[src/rtl/mem_slave_if.sv]
// Valid/ready memory request bus shared by the BFM, the monitor and mem_slave.
// The counters travel with the bus so observers see them through one handle.
interface mem_slave_if #(
  parameter int WIDTH      = 16,
  parameter int ADDR_WIDTH = 4
);
  logic [ADDR_WIDTH-1:0] addr;
  logic [WIDTH-1:0]      wdata;
  logic                  wr_rd;
  logic                  valid;
  logic [WIDTH-1:0]      rdata;
  logic                  ready;
  logic                  err;
  logic [15:0]           wr_cnt;
  logic [15:0]           rd_cnt;

  modport master (
    output addr, wdata, wr_rd, valid,
    input  rdata, ready, err, wr_cnt, rd_cnt
  );

  modport slave (
    input  addr, wdata, wr_rd, valid,
    output rdata, ready, err, wr_cnt, rd_cnt
  );
endinterface

[src/rtl/mem_slave.sv]
// Memory responder: captures one request, waits WAIT_CYCLES, pulses ready.
// All outputs and the storage array are registered.
module mem_slave #(
  parameter int WIDTH       = 16,
  parameter int ADDR_WIDTH  = 4,
  parameter int DEPTH       = 16,
  parameter int WAIT_CYCLES = 2
) (
  input logic       clk,
  input logic       rst,
  mem_slave_if.slave bus
);

  typedef enum logic [1:0] {
    S_IDLE,
    S_WAIT,
    S_RESP,
    S_DONE
  } state_t;

  typedef struct packed {
    logic [ADDR_WIDTH-1:0] addr;
    logic [WIDTH-1:0]      wdata;
    logic                  wr_rd;
  } req_t;

  localparam int CW =
    (WAIT_CYCLES > 1) ? $clog2(WAIT_CYCLES) : 1;
  localparam logic [CW-1:0] CLAST =
    CW'((WAIT_CYCLES > 0) ? WAIT_CYCLES - 1 : 0);
  localparam logic [ADDR_WIDTH:0] ALIM =
    (ADDR_WIDTH + 1)'(DEPTH);

  state_t state;
  state_t state_nxt;
  logic [CW-1:0] cnt;

  req_t req_in;
  req_t req_q;
  req_t req_cur;

  logic [WIDTH-1:0] mem [DEPTH];

  logic [WIDTH-1:0]      rdata_q;
  logic                  ready_q;
  logic                  err_q;
  logic [15:0]           wr_cnt_q;
  logic [15:0]           rd_cnt_q;

  logic [WIDTH-1:0]      rdata_nxt;
  logic                  ready_nxt;
  logic                  err_nxt;
  logic [15:0]           wr_cnt_nxt;
  logic [15:0]           rd_cnt_nxt;
  logic                  we;
  logic                  fire;
  logic                  oor;
  logic [ADDR_WIDTH-1:0] idx;

  assign bus.rdata  = rdata_q;
  assign bus.ready  = ready_q;
  assign bus.err    = err_q;
  assign bus.wr_cnt = wr_cnt_q;
  assign bus.rd_cnt = rd_cnt_q;

  always_comb begin
    req_in       = '0;
    req_in.addr  = bus.addr;
    req_in.wdata = bus.wdata;
    req_in.wr_rd = bus.wr_rd;
  end

  // With zero wait states the response is built from the live inputs.
  assign req_cur = (state == S_IDLE) ? req_in : req_q;

  always_ff @(posedge clk or posedge rst) begin
    if (rst) begin
      state <= S_IDLE;
    end else begin
      state <= state_nxt;
    end
  end

  always_comb begin
    state_nxt = state;
    unique case (state)
      S_IDLE:
        if (bus.valid) begin
          state_nxt = (WAIT_CYCLES == 0) ? S_RESP : S_WAIT;
        end
      S_WAIT:
        if (cnt == CLAST) begin
          state_nxt = S_RESP;
        end
      S_RESP:
        state_nxt = S_DONE;
      S_DONE:
        if (!bus.valid) begin
          state_nxt = S_IDLE;
        end
      default:
        state_nxt = S_IDLE;
    endcase
  end

  always_ff @(posedge clk or posedge rst) begin
    if (rst) begin
      cnt   <= '0;
      req_q <= '0;
    end else begin
      if (state == S_IDLE && bus.valid) begin
        req_q <= req_in;
        cnt   <= '0;
      end else if (state == S_WAIT) begin
        cnt <= (cnt == CLAST) ? '0 : cnt + CW'(1);
      end
    end
  end

  assign fire = (state != S_RESP) && (state_nxt == S_RESP);
  assign oor  = {1'b0, req_cur.addr} >= ALIM;
  assign idx  = oor ? '0 : req_cur.addr;

  always_comb begin
    rdata_nxt  = rdata_q;
    ready_nxt  = 1'b0;
    err_nxt    = 1'b0;
    wr_cnt_nxt = wr_cnt_q;
    rd_cnt_nxt = rd_cnt_q;
    we         = 1'b0;
    unique case (1'b1)
      fire && req_cur.wr_rd: begin
        ready_nxt  = 1'b1;
        err_nxt    = oor;
        rdata_nxt  = '0;
        wr_cnt_nxt = wr_cnt_q + 16'd1;
        we         = !oor;
      end
      fire && !req_cur.wr_rd: begin
        ready_nxt  = 1'b1;
        err_nxt    = oor;
        rdata_nxt  = oor ? '0 : mem[idx];
        rd_cnt_nxt = rd_cnt_q + 16'd1;
      end
      default: begin
      end
    endcase
  end

  always_ff @(posedge clk or posedge rst) begin
    if (rst) begin
      rdata_q  <= '0;
      ready_q  <= 1'b0;
      err_q    <= 1'b0;
      wr_cnt_q <= '0;
      rd_cnt_q <= '0;
      for (int i = 0; i < DEPTH; i++) begin
        mem[i] <= '0;
      end
    end else begin
      rdata_q  <= rdata_nxt;
      ready_q  <= ready_nxt;
      err_q    <= err_nxt;
      wr_cnt_q <= wr_cnt_nxt;
      rd_cnt_q <= rd_cnt_nxt;
      if (we) begin
        mem[idx] <= req_cur.wdata;
      end
    end
  end

endmodule

[src/flat_wrapper.sv]
// flat-port wrapper written by rule: the top's interface ports become plain ports
module mem_slave_flat 
#(
  parameter int WIDTH       = 16,
  parameter int ADDR_WIDTH  = 4,
  parameter int DEPTH       = 16,
  parameter int WAIT_CYCLES = 2
)
  (clk, rst, bus_addr, bus_wdata, bus_wr_rd, bus_valid, bus_rdata, bus_ready, bus_err, bus_wr_cnt, bus_rd_cnt);
  mem_slave_if #(.WIDTH(WIDTH), .ADDR_WIDTH(ADDR_WIDTH)) bus_i ();
  input logic clk;
  input logic rst;
  input wire logic [$bits(bus_i.addr)-1:0] bus_addr;
  input wire logic [$bits(bus_i.wdata)-1:0] bus_wdata;
  input wire logic [$bits(bus_i.wr_rd)-1:0] bus_wr_rd;
  input wire logic [$bits(bus_i.valid)-1:0] bus_valid;
  output wire logic [$bits(bus_i.rdata)-1:0] bus_rdata;
  output wire logic [$bits(bus_i.ready)-1:0] bus_ready;
  output wire logic [$bits(bus_i.err)-1:0] bus_err;
  output wire logic [$bits(bus_i.wr_cnt)-1:0] bus_wr_cnt;
  output wire logic [$bits(bus_i.rd_cnt)-1:0] bus_rd_cnt;
  assign bus_i.addr = bus_addr;
  assign bus_i.wdata = bus_wdata;
  assign bus_i.wr_rd = bus_wr_rd;
  assign bus_i.valid = bus_valid;
  assign bus_rdata = bus_i.rdata;
  assign bus_ready = bus_i.ready;
  assign bus_err = bus_i.err;
  assign bus_wr_cnt = bus_i.wr_cnt;
  assign bus_rd_cnt = bus_i.rd_cnt;
  mem_slave #(.WIDTH(WIDTH), .ADDR_WIDTH(ADDR_WIDTH), .DEPTH(DEPTH), .WAIT_CYCLES(WAIT_CYCLES)) u_core (.clk(clk), .rst(rst), .bus(bus_i));
endmodule
[config.mk]
export PLATFORM = sky130hd
export DESIGN_NAME = mem_slave_flat
export DESIGN_NICKNAME = d
export VERILOG_FILES = /design/src/rtl/mem_slave_if.sv /design/src/rtl/mem_slave.sv /design/src/flat_wrapper.sv
export SDC_FILE = /design/constraint.sdc
export NUM_CORES = 1
export LEC_CHECK = 0
export ABC_CLOCK_PERIOD_IN_PS = 25300
export BUFFER_PORTS_ARGS = -buffer_cell sky130_fd_sc_hd__buf_2
export CELL_PAD_IN_SITES_DETAIL_PLACEMENT = 1
export CELL_PAD_IN_SITES_GLOBAL_PLACEMENT = 2
export CORE_UTILIZATION = 30
export CTS_CLUSTER_SIZE = 25
export DETAILED_ROUTE_END_ITERATION = 16
export HOLD_SLACK_MARGIN = 0.08
export MAX_ROUTING_LAYER = met4
export PLACE_DENSITY_LB_ADDON = 0.1
export RECOVER_POWER = 100
export SLEW_MARGIN = 20
export SYNTH_ARGS = -nofsm -noshare
export SYNTH_HDL_FRONTEND = slang
export SYNTH_SLANG_ARGS = --single-unit
[constraint.sdc]
create_clock -name clk -period 25.3 [get_ports clk]
set_clock_uncertainty 0.1 [all_clocks]
set_input_delay 3.795 -clock clk [delete_from_list [all_inputs] [get_ports clk]]
set_output_delay 3.795 -clock clk [all_outputs]
set_load 0.1 [all_outputs]
# Yosys cells after proc, flatten, opt, wreduce, memory -nomap -nowiden
# Index checks and enable logic that the tools add are counted.
[classes]
addsub = 3
magnitude_cmp = 2
eq_ne = 5
muxes = 17
bitwise = 1
reduce_logical = 10
[op_table]
columns = ["op", "n"]
rows = [
  ["bitwise mux 256 bit", 1],
  ["binary-select mux 16 bit (select 4 bit)", 1],
  ["demux 16 bit (select 4 bit)", 1],
  ["2-to-1 mux 16 bit", 3],
  ["adder 16 x 1 -> 16 bit (second input constant)", 2],
  ["case mux 16 bit (2 select lines)", 1],
  ["2-to-1 mux 21 bit", 1],
  ["case mux 2 bit (4 select lines)", 1],
  ["== test 2 bit (second input constant)", 3],
  ["2-to-1 mux 2 bit", 3],
  ["greater-or-equal comparator 5 bit (second input constant)", 1],
  ["logical AND 1 bit", 5],
  ["< comparator 5 x 1 -> 1 bit (second input constant)", 1],
  ["2-to-1 mux 1 bit", 5],
  ["inverter 4 -> 5 bit", 1],
  ["nonzero test 2 bit", 2],
  ["== test 2 x 1 -> 1 bit (second input constant)", 1],
  ["zero test 2 bit", 1],
  ["inequality test 2 bit (second input constant)", 1],
  ["OR reduction 2 bit", 1],
  ["adder 1 bit (second input constant)", 1],
  ["zero test 1 bit", 1],
]
[word_totals]
regBits = 329
in_bits = 24
output_inout_bits = 50
word_cells = 63

# Longest topological paths before layout
[logic_depth]
ltp_word = 8
mapped_depth = 10
mapped_depth_nobuf = 7

# Worst setup path before layout
# No wires, ideal clock.
[synth_path]
kind = "input to register"
start = "in bus_addr[0]"
end = "reg u_core.mem[0] (netlist bit)"
setup_time_ns = 0.135
arrival_time_ns = 5.060
required_time_ns = 25.065
setup_slack_ns = 20.005
path_stages = 7
n_path_buf = 2
path_cell_list = "nor4bb_1 > a31oi_4 > nor2_1 > and2_1 > buf_2 > clkbuf_1 > a21oi_1"
[synth_via]
elab_chain_len = 7
word_cells_on_any_way = 8
classes_between = "2 x order compare; 4 x mux; 1 x bitwise; 1 x reduce/logical"
[synth_rtl]
columns = ["element", "line", "rtl"]
rows = [
  ["start: declaration", "flat_wrapper.sv:13", "input wire logic [$bits(bus_i.addr)-1:0] bus_addr;"],
  ["2-to-1 mux 21 bit *", "mem_slave.sv:74", "assign req_cur = (state == S_IDLE) ? req_in : req_q;"],
  ["inverter 4 -> 5 bit (not written as such) *", "mem_slave.sv:167", "mem[idx] <= req_cur.wdata;"],
  ["greater-or-equal comparator 5 bit (not written as such) or < comparator 5 x 1 -> 1 bit (tied branches)", "mem_slave.sv:167", ""],
  ["logical AND 1 bit (not written as such)", "mem_slave.sv:167", ""],
  ["2-to-1 mux 16 bit (not written as such)", "mem_slave.sv:167", ""],
  ["demux 16 bit (select 4 bit) *", "mem_slave.sv:167", ""],
  ["bitwise mux 256 bit *", "mem_slave.sv:167", ""],
  ["end signal: indexed assignment", "mem_slave.sv:167", ""],
  ["end: declaration", "mem_slave.sv:42", "logic [WIDTH-1:0] mem [DEPTH];"],
]
# Mark *: on every way between the ends. The rest lies on a longest branch, timed or not.
# A chain may end at the register's enable or synchronous reset.

==> reports/qor.txt <==
Skew-Pair Late Insertion Delay: 550 ps
Final min period: 10500 ps
power density cells: 144 nW/um^2
Hold Crit Endpoint: u_core.bus.rd_cnt[15]
Port-buffer cells: 72
starting density of the core: 30.4%
IO Pins: 74
Vert. Die Dim: 216 um
CTS Sinks: 329
vias per std cell: 5.06
r2r startpoint: u_core.state[1]
antenna-violating nets left: 0
hold_buf cts: 0
initial antenna violation count: 0
Hold Crit Depth: 1
DRT Pass-1 Iters: 4
fin. max-slew vios: 551
failing checks: capacitance limit, slew limit
DP HPWL: 24.8 mm
first-pass GRT wire length: 68.5 mm
synthesized netlist cell count: 1378
routability cong.: 0.721
CTS max path bufs: 3
CTS buffer count: 40
Largest stage delay, worst path: 2750 ps
Total Routed Length: 43.3 mm
GR Overflow Total: 0
# setup viols final: 0
Syn Std Cell Area: 13700 um^2
crit path max fanout: 165
slowest CP cell: clkbuf_1
PostCTS Resize Cnt: 0
Main synth FF type: dfrtp_1
DP Area: 14600 um^2
CTS root buf: clkbuf_16
Critical Path RT: 24970 ps
CTS H-tree lvls: 2
area of the core: 45300 um^2
final period utilization: 41.5%
Die W: 216 um
layout cell share with drive strength beyond 1: 9.05%
Hold Path Class: register to register
register area share after synthesis: 59.9%
status: finished, violations left
critical path class: input pin to asynchronous set/reset pin
register bit total from synthesis: 329
WL/cell: 21.3 um
FP Rows: 78
Core Util, Final: 34.8%
CP Data Arrival Time: 10160 ps
Async S/R FF share, synth: 100%
largest net degree at the start of global routing: 166
static leakage: 6.79 nW
Yosys warning total: 0
number of global-route vias before repair: 10800
hold path start: u_core.bus.rd_cnt[15]
Final Hold Fails: 0
RSZ-0062 raised after global routing: false
fill count: 5120
Yosys cell types: 37
Inserted Diodes: 0
dpl ws: 18530 ps
maximum VDD drop: 0.0000842 V
full die area: 46700 um^2
clock tree from TritonCTS: built
FMAX: 0.0953 GHz
Slew @ Worst Pin: 4680 ps
Tot GR Track Use: 19.8%
crit end category: asynchronous set/reset pin
final net count: 1435
Final Cell Area: 15700 um^2
worst r2r dst: u_core.mem[42]
Setup WS post-layout: 14800 ps
Setup TNS: 0 ps
Worst-path clk slew: 50 ps
Hold Worst Slack: 370 ps
drt initial violations: 565
syn_area_per_cell: 9.97 um^2
Post CTS Setup Buffer Count: 0
R2R setup slack: 18470 ps
Startpoint Class: input pin
EDFF count, synth: 0
Syn Nets: 1404
Critical Path, Cell by Cell: buf_2 -> clkinvlp_2 -> buf_12 -> clkbuf_1
Worst slew margin: -214%
Max-Cap Viols: 13
cells on worst reg2reg path: 7
via count: 10300
DR DRC count: 0
layout overhead on the synthesized area: 14.6%
==> routing by layer <==
layer / track usage (%) / up-vias / wire length, um
li1: - / 4893 / -
met1: 27.2 / 5179 / 21000
met2: 30.8 / 165 / 19800
met3: 2.30 / 61 / 1620
met4: 5.54 / 0 / 900
met5: - / - / 0
==> worst max-delay path by stage <==
| stage | end | startpoint | slack, ps | cells past startpoint |
|---|---|---|---|---|
| floorplan | u_core.bus.rd_cnt[0] | rst | 12290 | 1 |
| global placement | u_core.mem[95] | bus_addr[1] | 18590 | 8 |
| detailed placement | u_core.mem[83] | bus_addr[1] | 18530 | 8 |
| CTS | u_core.mem[83] | bus_addr[1] | 19120 | 8 |
| global route | u_core.mem[247] | rst | 13360 | 4 |
| finish | u_core.mem[247] | rst | 14800 | 4 |
==> per-stage QoR <==
step,total power [mW],instances
after global routing,2.42,2037
after detailed placement,1.73,1967
after floorplan,1.43,1378
after CTS,2.31,2037
after global placement,1.71,1967
final,2.26,2037
==> critical path, delay by kind of cell <==
family	cells	cell delay [ps]
buf+inv	4	6090
==> cells by family (layout without fill, tap and decap cells) <==
| kind of cell | Yosys count | count (layout) | synth area share [%] |
|---|---|---|---|
| AOI/OAI and AO/OA | 480 | 480 | 19.2 |
| adders and majority gates | 2 | 2 | 0.182 |
| DFF | 329 | 329 | 59.9 |
| muxes | 35 | 35 | 2.71 |
| xor gates and xnor gates | 30 | 30 | 1.91 |
| and+or+nand+nor | 380 | 380 | 11.5 |
| other | 1 | 1 | 0.0273 |
| buffers and inverters | 121 | 180 | 4.48 |
==> power breakdown <==
| group | internal, mW | leakage [nW] | switching [mW] | total, mW |
|---|---|---|---|---|
| combinational | 0.264 | 1.78 | 0.627 | 0.891 |
| clock | 0.336 | 0.632 | 0.228 | 0.564 |
| sequential | 0.703 | 4.37 | 0.107 | 0.810 |
==> cells in the mapped netlist (20+ instances only) <==
library cell	number	area share, %
o21ai_1	125	4.6
o21ai_0	136	5.0
nand4_1	20	0.91
buf_4	21	1.1
buf_2	54	2.0
xnor2_1	26	1.7
nand2_1	225	6.1
nor2_1	94	2.6
o22ai_1	128	5.8
clkbuf_1	36	0.98
dfrtp_1	329	60
a21oi_1	81	2.9
==> cell type report <==
type                       count  area (um^2)  area share (%)
tap                          600          751            4.77
timing repair buffer         102          473            3.00
sequential                   329         8230            52.3
inverter                       8         31.3           0.199
clock buffer                  62         1200            7.65
multi-input combinational    928         4990            31.7
clock inverter                 8         65.1           0.413
==> layout by cell type (no fill, tap or decap), drive strengths merged <==
cell type  instances
mux2i             17
or3                1
a21oi             81
nor4               1
a31oi              4
and2               3
clkinvlp           1
o21ai            261
nor4bb             1
buf               34
ha                 2
conb               1
and4               2
clkbuf           130
and3               5
clkinv             7
o31ai              2
nor2b              1
dfrtp            329
mux2              18
nor4b              2
nand3             15
nand4             20
nor2              94
xor2               4
nand2            228
o22ai            128
inv                7
nand2b             1
bufinv             1
xnor2             26
a211oi             4
or2                1
nand3b             5
==> registers in the layout, summed over array words and instances (netlist names) <==
| register | flops |
|---|---|
| u_core.bus.rd_cnt | 16 |
| u_core.bus.rdata | 16 |
| u_core.bus.ready | 1 |
| u_core.bus.wr_cnt | 16 |
| u_core.cnt | 1 |
| u_core.mem | 256 |
| u_core.req_q | 21 |
| u_core.state | 2 |
Note: power is estimated with default switching activity, not from simulation.
